## src/rtl/cacheline_adapter_if.sv

```systemverilog
// ============================================================================
// cacheline_adapter_if : cache dfp port and burst-memory port bundle
// Rev 1.0
// ============================================================================
`default_nettype none

interface cacheline_adapter_if #(
  parameter int LINE_W = 256,
  parameter int BEAT_W = 64
);
  logic [31:0]       dfp_addr;
  logic              dfp_read;
  logic              dfp_write;
  logic [LINE_W-1:0] dfp_wdata;
  logic [LINE_W-1:0] dfp_rdata;
  logic              dfp_resp;

  logic [31:0]       bmem_addr;
  logic              bmem_read;
  logic              bmem_write;
  logic [BEAT_W-1:0] bmem_wdata;
  logic              bmem_ready;
  logic [BEAT_W-1:0] bmem_rdata;
  logic              bmem_rvalid;

  // adapter side
  modport slave (
    input  dfp_addr, dfp_read, dfp_write, dfp_wdata,
    output dfp_rdata, dfp_resp,
    output bmem_addr, bmem_read, bmem_write, bmem_wdata,
    input  bmem_ready, bmem_rdata, bmem_rvalid
  );

  // cache + memory side
  modport master (
    output dfp_addr, dfp_read, dfp_write, dfp_wdata,
    input  dfp_rdata, dfp_resp,
    input  bmem_addr, bmem_read, bmem_write, bmem_wdata,
    output bmem_ready, bmem_rdata, bmem_rvalid
  );
endinterface

`default_nettype wire

```

## src/rtl/cacheline_adapter.sv

```systemverilog
// ============================================================================
// cacheline_adapter : 256-bit cache line <-> 4-beat 64-bit memory burst.
// Optional macro CLA_PERF_CNT_EN adds saturating read/write completion counters.
// Rev 1.0
// ============================================================================
`default_nettype none

module cacheline_adapter #(
  parameter int LINE_W = 256,
  parameter int BEAT_W = 64
) (
  input  logic                clk,
  input  logic                rst,
  cacheline_adapter_if.slave  bus
`ifdef CLA_PERF_CNT_EN
  ,
  output logic [31:0]         perf_rd_cnt,
  output logic [31:0]         perf_wr_cnt
`endif
);

  localparam int BEATS = LINE_W / BEAT_W;
  localparam logic [1:0] LAST_BEAT = 2'(BEATS - 1);

  typedef enum logic [2:0] {
    IDLE     = 3'd0,
    RD_REQ   = 3'd1,
    RD_WAIT  = 3'd2,
    WR_BURST = 3'd3,
    RESP     = 3'd4
  } state_t;

  state_t            state, state_d;
  logic [1:0]        cnt;
  logic [26:0]       addr_q;
  logic [LINE_W-1:0] wline;
  logic [LINE_W-1:0] rline;

  logic              bmem_read_d;
  logic              bmem_write_d;
  logic [BEAT_W-1:0] bmem_wdata_d;
  logic              dfp_resp_d;

  // Line offset bits are don't-care; the burst always starts line-aligned.
  logic unused_addr_lsb;
  assign unused_addr_lsb = &{1'b0, bus.dfp_addr[4:0]};

  always_ff @(posedge clk) begin
    if (rst) begin
      state <= IDLE;
    end else begin
      state <= state_d;
    end
  end

  always_comb begin
    state_d      = state;
    bmem_read_d  = 1'b0;
    bmem_write_d = 1'b0;
    bmem_wdata_d = '0;
    dfp_resp_d   = 1'b0;
    case (state)
      IDLE: begin
        // Write wins so a dirty victim is written back before the fill.
        if (bus.dfp_write) begin
          state_d = WR_BURST;
        end else if (bus.dfp_read) begin
          state_d = RD_REQ;
        end
      end
      RD_REQ: begin
        bmem_read_d = 1'b1;
        if (bus.bmem_ready) begin
          state_d = RD_WAIT;
        end
      end
      RD_WAIT: begin
        if (bus.bmem_rvalid && cnt == LAST_BEAT) begin
          state_d = RESP;
        end
      end
      WR_BURST: begin
        bmem_write_d = 1'b1;
        bmem_wdata_d = wline[cnt*BEAT_W +: BEAT_W];
        if (bus.bmem_ready && cnt == LAST_BEAT) begin
          state_d = RESP;
        end
      end
      RESP: begin
        dfp_resp_d = 1'b1;
        state_d    = IDLE;
      end
      default: begin
        state_d = IDLE;
      end
    endcase
  end

  always_ff @(posedge clk) begin
    if (rst) begin
      cnt    <= '0;
      addr_q <= '0;
      wline  <= '0;
      rline  <= '0;
    end else begin
      case (state)
        IDLE: begin
          if (bus.dfp_write) begin
            addr_q <= bus.dfp_addr[31:5];
            wline  <= bus.dfp_wdata;
            cnt    <= '0;
          end else if (bus.dfp_read) begin
            addr_q <= bus.dfp_addr[31:5];
            cnt    <= '0;
          end
        end
        RD_WAIT: begin
          if (bus.bmem_rvalid) begin
            rline[cnt*BEAT_W +: BEAT_W] <= bus.bmem_rdata;
            cnt                         <= cnt + 2'd1;
          end
        end
        WR_BURST: begin
          if (bus.bmem_ready) begin
            cnt <= cnt + 2'd1;
          end
        end
        default: begin
        end
      endcase
    end
  end

  assign bus.bmem_addr  = {addr_q, 5'b0};
  assign bus.bmem_read  = bmem_read_d;
  assign bus.bmem_write = bmem_write_d;
  assign bus.bmem_wdata = bmem_wdata_d;
  assign bus.dfp_resp   = dfp_resp_d;
  assign bus.dfp_rdata  = rline;

`ifdef CLA_PERF_CNT_EN
  logic op_rd;

  always_ff @(posedge clk) begin
    if (rst) begin
      op_rd       <= 1'b0;
      perf_rd_cnt <= '0;
      perf_wr_cnt <= '0;
    end else begin
      if (state == IDLE) begin
        if (bus.dfp_write) begin
          op_rd <= 1'b0;
        end else if (bus.dfp_read) begin
          op_rd <= 1'b1;
        end
      end
      if (state == RESP) begin
        if (op_rd && perf_rd_cnt != 32'hFFFF_FFFF) begin
          perf_rd_cnt <= perf_rd_cnt + 32'd1;
        end
        if (!op_rd && perf_wr_cnt != 32'hFFFF_FFFF) begin
          perf_wr_cnt <= perf_wr_cnt + 32'd1;
        end
      end
    end
  end
`else
  // No completion counters in this build.
`endif

endmodule

`default_nettype wire

```

## src/flat_wrapper.sv

```systemverilog
// flat-port wrapper written by rule: the top's interface ports become plain ports
module cacheline_adapter_flat 
#(
  parameter int LINE_W = 256,
  parameter int BEAT_W = 64
)
  (clk, rst, bus_dfp_addr, bus_dfp_read, bus_dfp_write, bus_dfp_wdata, bus_dfp_rdata, bus_dfp_resp, bus_bmem_addr, bus_bmem_read, bus_bmem_write, bus_bmem_wdata, bus_bmem_ready, bus_bmem_rdata, bus_bmem_rvalid);
  cacheline_adapter_if #(.LINE_W(LINE_W), .BEAT_W(BEAT_W)) bus_i ();
  input  logic clk;
  input  logic rst;
  input wire logic [$bits(bus_i.dfp_addr)-1:0] bus_dfp_addr;
  input wire logic [$bits(bus_i.dfp_read)-1:0] bus_dfp_read;
  input wire logic [$bits(bus_i.dfp_write)-1:0] bus_dfp_write;
  input wire logic [$bits(bus_i.dfp_wdata)-1:0] bus_dfp_wdata;
  output wire logic [$bits(bus_i.dfp_rdata)-1:0] bus_dfp_rdata;
  output wire logic [$bits(bus_i.dfp_resp)-1:0] bus_dfp_resp;
  output wire logic [$bits(bus_i.bmem_addr)-1:0] bus_bmem_addr;
  output wire logic [$bits(bus_i.bmem_read)-1:0] bus_bmem_read;
  output wire logic [$bits(bus_i.bmem_write)-1:0] bus_bmem_write;
  output wire logic [$bits(bus_i.bmem_wdata)-1:0] bus_bmem_wdata;
  input wire logic [$bits(bus_i.bmem_ready)-1:0] bus_bmem_ready;
  input wire logic [$bits(bus_i.bmem_rdata)-1:0] bus_bmem_rdata;
  input wire logic [$bits(bus_i.bmem_rvalid)-1:0] bus_bmem_rvalid;
  assign bus_i.dfp_addr = bus_dfp_addr;
  assign bus_i.dfp_read = bus_dfp_read;
  assign bus_i.dfp_write = bus_dfp_write;
  assign bus_i.dfp_wdata = bus_dfp_wdata;
  assign bus_dfp_rdata = bus_i.dfp_rdata;
  assign bus_dfp_resp = bus_i.dfp_resp;
  assign bus_bmem_addr = bus_i.bmem_addr;
  assign bus_bmem_read = bus_i.bmem_read;
  assign bus_bmem_write = bus_i.bmem_write;
  assign bus_bmem_wdata = bus_i.bmem_wdata;
  assign bus_i.bmem_ready = bus_bmem_ready;
  assign bus_i.bmem_rdata = bus_bmem_rdata;
  assign bus_i.bmem_rvalid = bus_bmem_rvalid;
  cacheline_adapter #(.LINE_W(LINE_W), .BEAT_W(BEAT_W)) u_core (.clk(clk), .rst(rst), .bus(bus_i));
endmodule
```

## config.mk

```make
export PLATFORM = sky130hd
export DESIGN_NAME = cacheline_adapter_flat
export DESIGN_NICKNAME = d
export VERILOG_FILES = /design/src/rtl/cacheline_adapter_if.sv /design/src/rtl/cacheline_adapter.sv /design/src/flat_wrapper.sv
export SDC_FILE = /design/constraint.sdc
export NUM_CORES = 1
export LEC_CHECK = 0
export BUFFER_PORTS_ARGS = -buffer_cell sky130_fd_sc_hd__buf_2
export CAP_MARGIN = 30
export CORE_AREA = 10 10 270 272
export DETAILED_ROUTE_END_ITERATION = 8
export DIE_AREA = 0 0 280 282
export GPL_TIMING_DRIVEN = 1
export HOLD_SLACK_MARGIN = 0.12
export PLACE_DENSITY_LB_ADDON = 0.08
export SLEW_MARGIN = 20
export SYNTH_ARGS = -nofsm -noshare
export SYNTH_HDL_FRONTEND = slang
export SYNTH_SLANG_ARGS = --single-unit
export TNS_END_PERCENT = 100
```

## constraint.sdc

```tcl
create_clock -name clk -period 3.3 [get_ports clk]
set_input_delay 0.495 -clock clk [delete_from_list [all_inputs] [get_ports clk]]
set_output_delay 0.495 -clock clk [all_outputs]
set_load 0.005 [all_outputs]
```

==> results of run 1 <==
[state kept, by name (all words and copies together) (netlist names)]
register / flops
u_core.wline: 256
u_core.addr_q: 27
u_core.bus.dfp_rdata: 256
u_core.state: 3
u_core.cnt: 2
[layout by cell type, fill, tap and decap left out, types with 2 or more instances in the layout]
cell type        n
buf_12          23
nor3b_1          3
nand4_1        256
dlygate4sd3_1  223
clkinvlp_4       4
clkinv_2         3
buf_2          701
nor2_1           2
and3_1          65
inv_1            4
nand3_1         29
nor2b_1          2
ha_4             2
nor4b_4          3
nor3b_2          2
dfxtp_1        541
clkbuf_8        18
o21ai_0        284
mux4_2          64
diode_2          5
clkbuf_16       61
ha_2             2
dfxtp_4          2
a21oi_1        540
buf_4           32
conb_1           5
nand2_1        516
clkbuf_1        21
inv_2            2
[worst min path at each step]
| stage | endpoint | slack, ps | cells after the start |
|---|---|---|---|
| global placement | u_core.wline[85] | 440 | 2 |
| floorplan | u_core.wline[128] | 430 | 2 |
| detailed placement | u_core.wline[210] | 440 | 2 |
| finish | u_core.wline[184] | 150 | 3 |
| CTS | u_core.wline[54] | 120 | 3 |
| global route | u_core.wline[176] | 130 | 3 |
[cell families after synthesis]
family	share of synthesized area
buf+inv	0.0732
compound gates	0.185
fa+ha+maj	0.00278
flops	0.484
mux	0.0650
other cells	0.000167
simple gates	0.190
[final cells by class]
type	instances	area (um^2)
inverter	8	32.5
antenna	5	12.5
sequential	544	10900
clock buffer	100	1850
multi-input combinational	1794	10100
timing repair buffer	980	6460
fill	6794	37200
tap	882	1100
clock inverter	7	45.0
[routing by layer]
| metal | routed length, um | vias to the layer above |
|---|---|---|
| li1 | - | 10900 |
| met1 | 38400 | 11100 |
| met2 | 47200 | 848 |
| met3 | 6910 | 183 |
| met4 | 3570 | 8 |
| met5 | 48 | - |
[through the flow]
stage | std cells | hold slack [ps] | power (W) | setup slack, ps
finish | 4320 | 151 | 0.0157 | 290
global placement | 3985 | 440 | 0.00910 | 833
global route | 4320 | 127 | 0.0164 | 129
detailed placement | 3985 | 444 | 0.00914 | 802
floorplan | 2650 | 433 | 0.00836 | 1030
CTS | 4315 | 120 | 0.0159 | 167
[worst max-delay path: stages (launching register included)]
cell     delay, ps
dfxtp_4        660
buf_12         300
mux4_2         530
and3_1         240
buf_2          150
[power by group through the flow]
stage | Combinational [W] | Clock, W | Sequential, W
6_report | 0.00217 | 0.00653 | 0.00704
2_1_floorplan | 0.00124 | 0 | 0.00712
5_1_grt | 0.00237 | 0.00692 | 0.00707
3_3_place_gp | 0.00194 | 0 | 0.00716
3_5_place_dp | 0.00196 | 0 | 0.00718
4_1_cts | 0.00217 | 0.00667 | 0.00704
==> results.yml, run 1 <==
route:
  detail_route.iter0.violations: 1865
  drcViolationCount: 0
  wl_um: 96100
  vias_per_cell: 5.34
  routedWlPerCell_um: 22.3
  dr.pass1.iters: 5
  postRouteAntennaNets: 0
  vias: 23100
floorplan:
  die_w_um: 280
  dieArea_um2: 79000
  core-area_um2: 67700
  start_util: 0.332
  rows: 96
  pin_count: 713
  die_h_um: 282
worst_hold_path:
  hp-class: "in2reg"
  min-delay-start: "bus_dfp_wdata[184]"
power:
  seqPwrFrac: 0.447
  p_int_w: 0.0115
  power.density_nw_per_um2: 516
  ir_worst_vdd_mv: 0.406
  combPwrFrac: 0.138
  leakage_nw: 12.4
  clock_power_share: 0.415
  switching_share: 0.269
  p_sw_w: 0.00423
critical_path:
  crit_path_end: "bus_bmem_wdata[28]"
  cp-end-kind: "output pin"
  critPathKind: "reg2out"
  crit_fanout: 24
  reg2reg_to: "u_core.bus.dfp_rdata[161]"
  cp_data_arrival_time_ps: 2510
  cp-startpoint: "u_core.cnt[0]"
  worst_r2r_startpoint: "u_core.cnt[0]"
  critPathLaunchType: "flop"
  ff2ff_path_depth: 6
  rrSetupSlack_ps: 850
  cp_data_required_time_ps: 2800
layout:
  final_area_um2: 30500
  fin_nets: 3752
  fin_util: 0.450
  drive_gt1_frac: 0.271
  syn2layout_area_growth_pct: 35.5
synth:
  synth-seq-area-share: 0.484
  synthArstFlopShare: 0
  yosysTopAreaCell: "dfxtp_1"
  synth_cells: 2646
  ys_warn_count: 0
  synth.most_common_cell: "dfxtp_1"
  ys_ff_latch: 544
  synth-main-ff-cell: "dfxtp_1"
  synth.distinct_cells: 39
  synth.top_cell.area_share: 0.484
  synth_area_leaders: "dfxtp_1 (48%), a21oi_1 (12%), nand2_1 (8.6%)"
  synth_edf_count: 0
  netlist_area_um2: 22500
  synthTopCellsByCount: "dfxtp_1 (544), a21oi_1 (540), nand2_1 (516)"
  avgSynthCellArea_um2: 8.51
sta:
  fin_crit_sh: 0.912
  finalHoldViolations: 0
  fin_worst_skew_ps: 16.9
  setup_tns_ps: 0
  rsz0062_at_grt: "false"
  finalSetupViolCount: 0
  worst_pin_slew_ps: 902
  fmax_ghz: 0.332
  min_period_ps: 3010
  slew_headroom: 0.383
  drv_slew: 0
placed_design:
  hpwl_um: 64700
  placed_area_um2: 26400
  port_buffers: 702
  gp_congestion: 0.845
global_route:
  met3_usage: 0.0575
  grt-ovfl-total: 0
  antenna_found_initial: 11
  top_usage_layer: "met2"
  use_met1: 0.274
  grt_pass1_wl_um: 143000
  grt_usage: 0.230
  grt_max_degree: 114
  use_met2: 0.391
  grt_pass1_vias: 23300
outcome:
  status: "completed"
clock_network:
  clk_latency_ps: 620
  clock_sinks: 544
  post_cts_buffers: 0
  clock-root-buffer: "clkbuf_16"
  htreeDepth: 2
  postCtsResizedCells: 0
  cts_tree: "yes"
  clk_path_buf_depth: 3
  cts.reportedPaths.clkPinSlew_ps: 60
  ctsHoldBuffers: 223
  numCtsBuffers: 61
flow_run:
  max-cap-violations: 0
No activity file was read; power rests on OpenSTA's default activity.
==> run 2, diff against run 1 <==
--- a/config.mk
+++ b/config.mk
@@ -12,7 +12,8 @@
 export DIE_AREA = 0 0 280 282
 export GPL_TIMING_DRIVEN = 1
 export HOLD_SLACK_MARGIN = 0.12
-export PLACE_DENSITY_LB_ADDON = 0.08
+export PLACE_DENSITY = 0.64
+export REMOVE_ABC_BUFFERS = 1
 export SLEW_MARGIN = 20
 export SYNTH_ARGS = -nofsm -noshare
 export SYNTH_HDL_FRONTEND = slang
==> run 2 against run 1 <==
  * Critical path depth unchanged
  * Sequential power hardly changed
  * Critical endpoint is now bus_bmem_wdata[61]
  * Utilization increased by 0.79 points
==> results.yml, run 2 (synthesis gave the netlist of run 1 again) <==
outcome:
  status: "completed"
critical_path:
  ff2ff_path_depth: 6
  cp_data_arrival_time_ps: 2590
  critPathKind: "reg2out"
  worst_r2r_startpoint: "u_core.cnt[0]"
  cp-end-kind: "output pin"
  reg2reg_to: "u_core.bus.dfp_rdata[181]"
  rrSetupSlack_ps: 890
  crit_fanout: 34
  critPathLaunchType: "flop"
  cp_data_required_time_ps: 2800
clock_network:
  post_cts_buffers: 0
  cts.reportedPaths.clkPinSlew_ps: 60
  clock_sinks: 544
  htreeDepth: 2
  clock-root-buffer: "clkbuf_16"
  clk_path_buf_depth: 3
  clk_latency_ps: 620
  numCtsBuffers: 59
  cts_tree: "yes"
placed_design:
  gp_congestion: 0.856
  dp.cells: 3982
  port_buffers: 702
  hpwl_um: 60700
floorplan:
  rows: 96
  pin_count: 713
  die_w_um: 280
  start_util: 0.332
  core-area_um2: 67700
  dieArea_um2: 79000
  die_h_um: 282
route:
  dr.pass1.iters: 5
  routedWlPerCell_um: 22.0
  vias_per_cell: 5.48
  drcViolationCount: 0
  postRouteAntennaNets: 0
  wirelength_met1_um: 35800
  vias: 24000
  top_layer: "met5"
  route.met3.wl_um: 9380
  met2_length_um: 45300
  wl_um: 96300
  detail_route.iter0.violations: 2705
worst_hold_path:
  hold_path_end: "u_core.wline[197]"
  hp-class: "in2reg"
  min-delay-start: "bus_dfp_wdata[197]"
  whs_path_depth: 3
power:
  ir_worst_vdd_mv: 0.381
  power.density_nw_per_um2: 516
  p_total_w: 0.0160
  leakage_nw: 12.6
layout:
  syn2layout_area_growth_pct: 37.8
  fin_nets: 3790
  drive_gt1_frac: 0.269
  nFillCells: 6461
  final_cell_mix: "buf_2 (701), dfxtp_1 (541), a21oi_1 (540)"
  mostFrequentLayoutCell: "buf_2"
  seqCellArea_um2: 10900
  multi_input_area_um2: 10100
  final_cells: 4376
sta:
  drv_slew: 0
  fin_worst_skew_ps: 15.1
  fin_crit_sh: 0.935
  slew_headroom: 0.363
  fmax_ghz: 0.324
  worst_pin_slew_ps: 955
  finalSetupViolCount: 0
  rsz0062_at_grt: "false"
  finalHoldViolations: 0
  min_period_ps: 3080
flow_run:
  max-cap-violations: 0
global_route:
  grt_max_degree: 160
  grt_pass1_wl_um: 144000
  grt-ovfl-total: 0
  grt_usage: 0.229
  antenna_found_initial: 29
  grt_pass1_vias: 23600
-- run 2: cell count changes in the layout (fill, tap and decap cells not counted), moves of 3 or more --
cell / before / now
buf_4: 32 / 28
bufinv_16: 0 / 3
clkbuf_1: 21 / 15
clkinvlp_4: 4 / 0
diode_2: 5 / 24
dlygate4sd3_1: 223 / 264
-- run 2: how the worst max path moves through the flow --
stage | from | to | cells past startpoint
6_report | u_core.cnt[0] | bus_bmem_wdata[61] | 4
3_5_place_dp | u_core.cnt[0] | bus_bmem_wdata[19] | 4
3_3_place_gp | u_core.cnt[0] | bus_bmem_wdata[19] | 4
2_1_floorplan | u_core.state[1] | u_core.bus.dfp_rdata[0] | 3
5_1_grt | u_core.cnt[0] | bus_bmem_wdata[61] | 4
4_1_cts | u_core.cnt[0] | bus_bmem_wdata[19] | 4
-- run 2: power by group --
part           internal, W  total [W]  switching [W]
combinational     0.000891    0.00224        0.00134
sequential         0.00687    0.00704       0.000176
clock              0.00393    0.00673        0.00280
-- run 2: area by class of cell --
cell class	instances	area share
Clock buffer	91	0.0573
Clock inverter	13	0.00617
Multi-Input combinational cell	1794	0.325
Tap cell	882	0.0356
Antenna cell	24	0.00193
Timing Repair Buffer	1020	0.222
Sequential cell	544	0.351
Inverter	8	0.000967
-- run 2: timing repair --
action | in CTS | in global routing
hold buffers | 264 | 0
resized for setup | 0 | 0
endpoints found under the hold margin | 264 | 0
endpoints found under the setup margin | 0 | 0
-- run 2: through the flow --
stage          hold slack (ps)   TNS, ps  area (um^2)  setup slack [ps]   util
6_report                   160         0        31000               215  0.458
5_1_grt                    139         0        31000              60.8  0.458
4_1_cts                    121         0        31000               107  0.457
3_5_place_dp               444         0        26300               807  0.389
3_3_place_gp               439         0        26300               807  0.389
2_1_floorplan              427  -6246790        20900            -16150      -
-- run 2: critical path, cell delays in order, from the launching register on --
cell     delay [ps]
dfxtp_4         620
buf_12          350
mux4_2          540
and3_1          260
buf_2           160
-- run 2: metal layers --
| layer | global-route usage | vias to the layer above |
|---|---|---|
| met3 | 0.0632 | 297 |
| met1 | 0.269 | 11300 |
| met4 | 0.144 | 10 |
| li1 | - | 11000 |
| met5 | 0 | - |
| met2 | 0.367 | 1329 |
